[config.mk]
export PLATFORM = sky130hd
export DESIGN_NAME = vga_fb_arbiter
export DESIGN_NICKNAME = d
export VERILOG_FILES = /design/src/rtl/vga_pkg.sv /design/src/rtl/vga_cell_addr.sv /design/src/rtl/vga_fb_arbiter.sv
export SDC_FILE = /design/constraint.sdc
export NUM_CORES = 1
export LEC_CHECK = 0
export BUFFER_PORTS_ARGS = -buffer_cell sky130_fd_sc_hd__buf_2
export CAP_MARGIN = 20
export CELL_PAD_IN_SITES_DETAIL_PLACEMENT = 1
export CELL_PAD_IN_SITES_GLOBAL_PLACEMENT = 1
export CORE_ASPECT_RATIO = 0.8
export CORE_MARGIN = 2
export CORE_UTILIZATION = 35
export DETAILED_ROUTE_END_ITERATION = 12
export PLACE_DENSITY = 0.8
export SYNTH_ARGS = -nofsm -noshare
export SYNTH_HDL_FRONTEND = slang
export SYNTH_SLANG_ARGS = --single-unit
export TNS_END_PERCENT = 30
[constraint.sdc]
create_clock -name i_clk -period 2.8 [get_ports i_clk]
set_input_delay 0.42 -clock i_clk [delete_from_list [all_inputs] [get_ports i_clk]]
set_output_delay 0.42 -clock i_clk [all_outputs]
set_load 0.03 [all_outputs]
[src/rtl/vga_pkg.sv]
// Shared VGA timing and framebuffer constants plus the 9-bit RGB 3:3:3 cell layout.
package vga_pkg;
  localparam int H_ACTIVE   = 640;
  localparam int V_ACTIVE   = 480;
  localparam int CELLS_X    = 80;
  localparam int CELLS_Y    = 60;
  localparam int CELL_SHIFT = 3;
  localparam int FB_DEPTH   = CELLS_X * CELLS_Y;

  typedef struct packed {
    logic [2:0] r;
    logic [2:0] g;
    logic [2:0] b;
  } rgb_t;
endpackage

[src/rtl/vga_cell_addr.sv]
// Registered pixel -> row-major cell address for an 80-cell-wide framebuffer.
module vga_cell_addr #(
  parameter int ADDR_W     = 13,
  parameter int CELL_SHIFT = vga_pkg::CELL_SHIFT
) (
  input  logic              clk,
  input  logic              reset,
  input  logic              en,
  input  logic [9:0]        px,
  input  logic [9:0]        py,
  output logic [ADDR_W-1:0] addr_q
);
  logic [ADDR_W-1:0] row, col, addr_d;

  always_comb begin
    row    = ADDR_W'(py >> CELL_SHIFT);
    col    = ADDR_W'(px >> CELL_SHIFT);
    addr_d = addr_q;
    // row*80 as row*64 + row*16 keeps the multiplier out of the fetch path
    if (en) addr_d = (row << 6) + (row << 4) + col;
  end

  always_ff @(posedge clk) begin
    if (reset) addr_q <= '0;
    else       addr_q <= addr_d;
  end
endmodule

[src/rtl/vga_fb_arbiter.sv]
// Single-port framebuffer arbiter: fixed scanout fetch slots, host writes in the gaps.
module vga_fb_arbiter #(
  parameter int CELLS_X        = vga_pkg::CELLS_X,
  parameter int CELLS_Y        = vga_pkg::CELLS_Y,
  parameter int CELL_SHIFT     = vga_pkg::CELL_SHIFT,
  parameter int ADDR_W         = 13,
  parameter bit WR_VBLANK_ONLY = 1'b0
) (
  input  logic              i_clk,
  input  logic              i_reset,
  input  logic [9:0]        i_px,
  input  logic [9:0]        i_py,
  input  logic              i_activeArea,
  input  logic              i_wrReq,
  input  logic [ADDR_W-1:0] i_wrAddr,
  input  logic [8:0]        i_wrData,
  output logic              o_wrAck,
  output logic              o_wrDropped,
  output logic [ADDR_W-1:0] o_ramAddr,
  output logic              o_ramWe,
  output logic [8:0]        o_ramWData,
  input  logic [8:0]        i_ramRData,
  output logic [2:0]        o_red,
  output logic [2:0]        o_green,
  output logic [2:0]        o_blue
);
  localparam logic [ADDR_W-1:0] FB_LIMIT = ADDR_W'(CELLS_X * CELLS_Y);

  logic              fetch_slot, wr_open, grant, in_range;
  logic [ADDR_W-1:0] fetch_addr_q;
  logic              src_wr_q, src_wr_d;
  logic [ADDR_W-1:0] wr_addr_q, wr_addr_d;
  logic [8:0]        wdata_q, wdata_d;
  logic              we_q, we_d, ack_q, ack_d, drop_q, drop_d;
  logic [1:0]        fetch_pipe_q, fetch_pipe_d, act_pipe_q, act_pipe_d;
  vga_pkg::rgb_t     cell_q, cell_d, rgb_q, rgb_d;

  assign fetch_slot = i_activeArea && (i_px[CELL_SHIFT-1:0] == '0)
                      && (i_px < 10'(vga_pkg::H_ACTIVE));
  assign wr_open    = !WR_VBLANK_ONLY || (i_py >= 10'(vga_pkg::V_ACTIVE));
  // ack_q guard spaces grants so the writer can retire its request before re-evaluation
  assign grant      = !fetch_slot && i_wrReq && !ack_q && wr_open;
  assign in_range   = i_wrAddr < FB_LIMIT;

  vga_cell_addr #(.ADDR_W(ADDR_W), .CELL_SHIFT(CELL_SHIFT)) u_cell_addr (
    .clk    (i_clk),
    .reset  (i_reset),
    .en     (fetch_slot),
    .px     (i_px),
    .py     (i_py),
    .addr_q (fetch_addr_q)
  );

  always_comb begin
    src_wr_d  = src_wr_q;
    wr_addr_d = wr_addr_q;
    wdata_d   = wdata_q;
    we_d      = 1'b0;
    ack_d     = 1'b0;
    drop_d    = 1'b0;
    if (fetch_slot) begin
      src_wr_d = 1'b0;
    end else if (grant) begin
      src_wr_d  = 1'b1;
      wr_addr_d = i_wrAddr;
      wdata_d   = i_wrData;
      ack_d     = 1'b1;
      we_d      = in_range;
      drop_d    = !in_range;
    end
    fetch_pipe_d = {fetch_pipe_q[0], fetch_slot};
    act_pipe_d   = {act_pipe_q[0], i_activeArea};
    cell_d       = fetch_pipe_q[1] ? vga_pkg::rgb_t'(i_ramRData) : cell_q;
    // fresh RAM data bypasses the latch so colour lands 3 cycles after the pixel
    rgb_d        = '0;
    if (act_pipe_q[1]) rgb_d = cell_d;
  end

  always_ff @(posedge i_clk) begin
    if (i_reset) begin
      src_wr_q     <= 1'b0;
      wr_addr_q    <= '0;
      wdata_q      <= '0;
      we_q         <= 1'b0;
      ack_q        <= 1'b0;
      drop_q       <= 1'b0;
      fetch_pipe_q <= '0;
      act_pipe_q   <= '0;
      cell_q       <= '0;
      rgb_q        <= '0;
    end else begin
      src_wr_q     <= src_wr_d;
      wr_addr_q    <= wr_addr_d;
      wdata_q      <= wdata_d;
      we_q         <= we_d;
      ack_q        <= ack_d;
      drop_q       <= drop_d;
      fetch_pipe_q <= fetch_pipe_d;
      act_pipe_q   <= act_pipe_d;
      cell_q       <= cell_d;
      rgb_q        <= rgb_d;
    end
  end

  assign o_ramAddr   = src_wr_q ? wr_addr_q : fetch_addr_q;
  assign o_ramWe     = we_q;
  assign o_ramWData  = wdata_q;
  assign o_wrAck     = ack_q;
  assign o_wrDropped = drop_q;
  assign o_red       = rgb_q.r;
  assign o_green     = rgb_q.g;
  assign o_blue      = rgb_q.b;
endmodule

==> key figures <==
STA
  – Fin crit period: around 2400 ps
  – Final Slew Violations: 0
  – Fin crit share: a little under nine tenths
  – Max Freq: just over 400 MHz
  – Relative slew slack: roughly 53%
  – Final Hold Viols: 0
  – Setup_tns: 0 ps
  – Clock skew: around 5 ps
  – Worst Max-Slew Pin Slew: 703 ps
  – Final WS setup: approximately 380 ps
  – Setup Viol. Count Final: 0
  – RSZ-0062 raised after global routing: false

Global route
  – Vias in the first global route: between 2000 and 2500
  – First-pass GRT wire length: 10100 um
  – Total gr overflow: 0
  – Antenna violations before repair: 0
  – Pin count of the biggest net entering global routing: 24
  – Gr usage total: between 10% and 20%

Detailed routing
  – Metal3 WL: 374 um
  – Vias post-DR: 2102
  – Number of vias per cell: between 4 and 5
  – M1 wire length: about 3100 um
  – DRT Pass-1 Iters: 4
  – First-iteration detailed-routing DRC count: between 40 and 50
  – Routed WL: 6450 um
  – Met2 routed WL: 2920 um
  – Top Layer Used: met4
  – DRT antenna net count: 0
  – WL/cell: 15.0 um
  – Residual DRC: 0

Synthesis
  – Avg Cell Area, Syn: roughly 11 sq um
  – Synth top area cells: dfxtp_1 47%, mux2i_1 12%, ha_1 6.3%
  – Cells after synthesis: roughly 250
  – Ys flop type: dfxtp_1
  – Yosys reg bits: between 60 and 70
  – Net count after synthesis: about 320
  – Most frequent cell after synthesis: dfxtp_1
  – Synthesis Warnings: 0
  – Post-Synthesis Cell Area: roughly 2600 sq um
  – Synth unique cells: 40
  – Number of enable flip-flop cells after synthesis: 0
  – Top cells by count, synth: 61 x dfxtp_1, 37 x nor2_1, 31 x mux2i_1
  – Area leader, netlist: dfxtp_1
  – Async SR Flop Fraction: 0%
  – Register area share after synthesis: between 40% and 50%
  – Share of the synthesized area in the top cell type: between 40% and 50%

Flow run
  – Total of max-cap violations: 0

Cells and area
  – Final Non-Filler Cells: between 400 and 500
  – Synth-to-layout area growth: 27.2%
  – Share of cells above drive strength 1: a little over a third
  – Util after Layout: between 40 and 50%
  – Final net count: roughly 400
  – # diodes: 0

Setup path
  – Crit path to: u_cell_addr.addr_q[12]
  – Crit path DAT: around 2600 ps
  – Critical path type: primary input to flip-flop
  – Crit-path most repeated cell: inv_1
  – Family with the most delay on the worst path: adder cells
  – CP required: between 3000 and 4000 ps
  – R2R setup slack: between 1000 and 1500 ps
  – Largest stage delay, worst path: around 580 ps
  – Critical R2R Capture: o_ramWe
  – Buf+Inv Stages, Crit Path: 3
  – Worst-path fanout max: 3
  – CP max stage cell: fa_1
  – RR Startpoint: o_wrAck
  – Critical path launch point: i_px[9]
  – CP Depth: 9
  – Cell depth of the worst flop-to-flop path: 5
  – Crit path capture type: flip-flop
  – Crit start category: primary input
  – Worst-path cell chain: buf_2 -> inv_1 -> fa_1 -> inv_1 -> ha_1 -> a211o_1 -> a2111oi_0 -> nand4b_1 -> nand3_1

CTS
  – CTS tree: yes
  – Clock tree buffer depth: 2
  – Postcts setup bufs: 0
  – Worst-path clk slew: about 70 ps
  – Clock sinks: just over 60
  – Hold_buf cts: 0
  – H-tree levels: 3
  – CTS resizes: 0
  – Root buf cell: clkbuf_8
  – Clk Latency, worst-skew pair: roughly 330 ps
  – CTS Buf Count: 9

Placed design
  – Setup WS pre-CTS: approximately 57 ps
  – Placer Congestion: ~0.8
  – Post-detail-place hpwl: about 4900 um
  – Placed Cells: 414
  – Port-buffer cells: 85

Die
  – Die Footprint: slightly above 8000 sq um
  – CORE AREA: 7290 sq um
  – I/O pin count: 89
  – Starting Density: between 30% and 40%
  – Die X-Extent: 100 um
  – Die Y: roughly 80 um
  – Row cnt: 28

Pwr
  – Pwr Density: 585 nW/um^2
  – Peak VDD IR: 0.253 mV
  – LEAKAGE: around 1.6 nW

Worst hold path
  – Worst min path class: primary input to flip-flop

Status
  – Status: finished clean
layout by cell type, fill, tap and decap left out, types with 2 or more instances in the layout:
cell      instances
clkbuf_8         10
ha_1             13
and2_1           10
a21oi_1           5
inv_6             3
nand2_1           7
a2111o_1          2
o21a_1            4
buf_4             2
inv_1             7
fa_1              2
dfxtp_1          61
mux2_2           13
mux2i_1          31
o211ai_2          2
buf_2            85
o21ai_0           4
nor2_1           37
a22o_1            7
nor2b_1          10
clkinv_2          2
a211o_1           2
stage by stage:
step | total power, mW | area (sq um) | hold slack, ps
finish | 1.93 | 3310 | 298
global route | 2.03 | 3310 | 289
CTS | 1.97 | 3310 | 278
detailed placement | 1.24 | 3130 | 429
global placement | 1.23 | 3130 | 417
floorplan | 1.13 | 2600 | 414
per-layer routing:
| metal | vias to the layer above | GRT usage (%) |
|---|---|---|
| li1 | 1041 | - |
| met1 | 990 | 20.5 |
| met2 | 67 | 26.3 |
| met3 | 4 | 4.65 |
| met4 | 0 | 6.71 |
| met5 | - | 0 |
how the worst min path moves through the flow:
| stage | from | slack, ps | end | cells after the start |
|---|---|---|---|---|
| 2_1_floorplan | act_pipe_q[0] | 410 | act_pipe_q[1] | 1 |
| 3_3_place_gp | act_pipe_q[0] | 420 | act_pipe_q[1] | 1 |
| 3_5_place_dp | fetch_pipe_q[0] | 430 | fetch_pipe_q[1] | 1 |
| 4_1_cts | i_px[4] | 280 | u_cell_addr.addr_q[1] | 2 |
| 5_1_grt | i_px[4] | 290 | u_cell_addr.addr_q[1] | 2 |
| 6_report | i_px[4] | 300 | u_cell_addr.addr_q[1] | 2 |
registers in the layout, summed over array words and instances, names as in the netlist:
register,cells
act_pipe_q,2
cell_q,9
fetch_pipe_q,2
o_blue,3
o_green,3
o_ramWData,9
o_ramWe,1
o_red,3
o_wrAck,1
o_wrDropped,1
src_wr_q,1
u_cell_addr.addr_q,13
wr_addr_q,13
cell families after synthesis:
family          Yosys count  synth area share (%)
flops                    61                  46.9
fa+ha+maj                15                  7.79
xor+xnor                  1                 0.337
buf+inv                  19                  3.46
compound gates           34                  10.3
mux                      44                  17.5
simple gates             73                  13.6
worst register-to-register path: stages (launching register included):
cell and delay, ps:
dfxtp_1 330, nor2b_1 210, a21boi_4 230, buf_12 210
nor2b_1 210, nor2b_1 140
final cells by class:
class                           count  area, sq um
Sequential cell                    61         1220
Fill cell                         849         3980
Tap cell                           90          113
Multi-Input combinational cell    167         1300
Timing Repair Buffer               88          460
Clock inverter                      6         45.0
Clock buffer                       10          138
Inverter                            8         30.0
power breakdown:
group | total [mW] | internal (mW) | switching [mW]
sequential | 0.919 | 0.897 | 0.0212
clock | 0.719 | 0.353 | 0.367
combinational | 0.297 | 0.129 | 0.168
(Power assumes the default switching activity.)
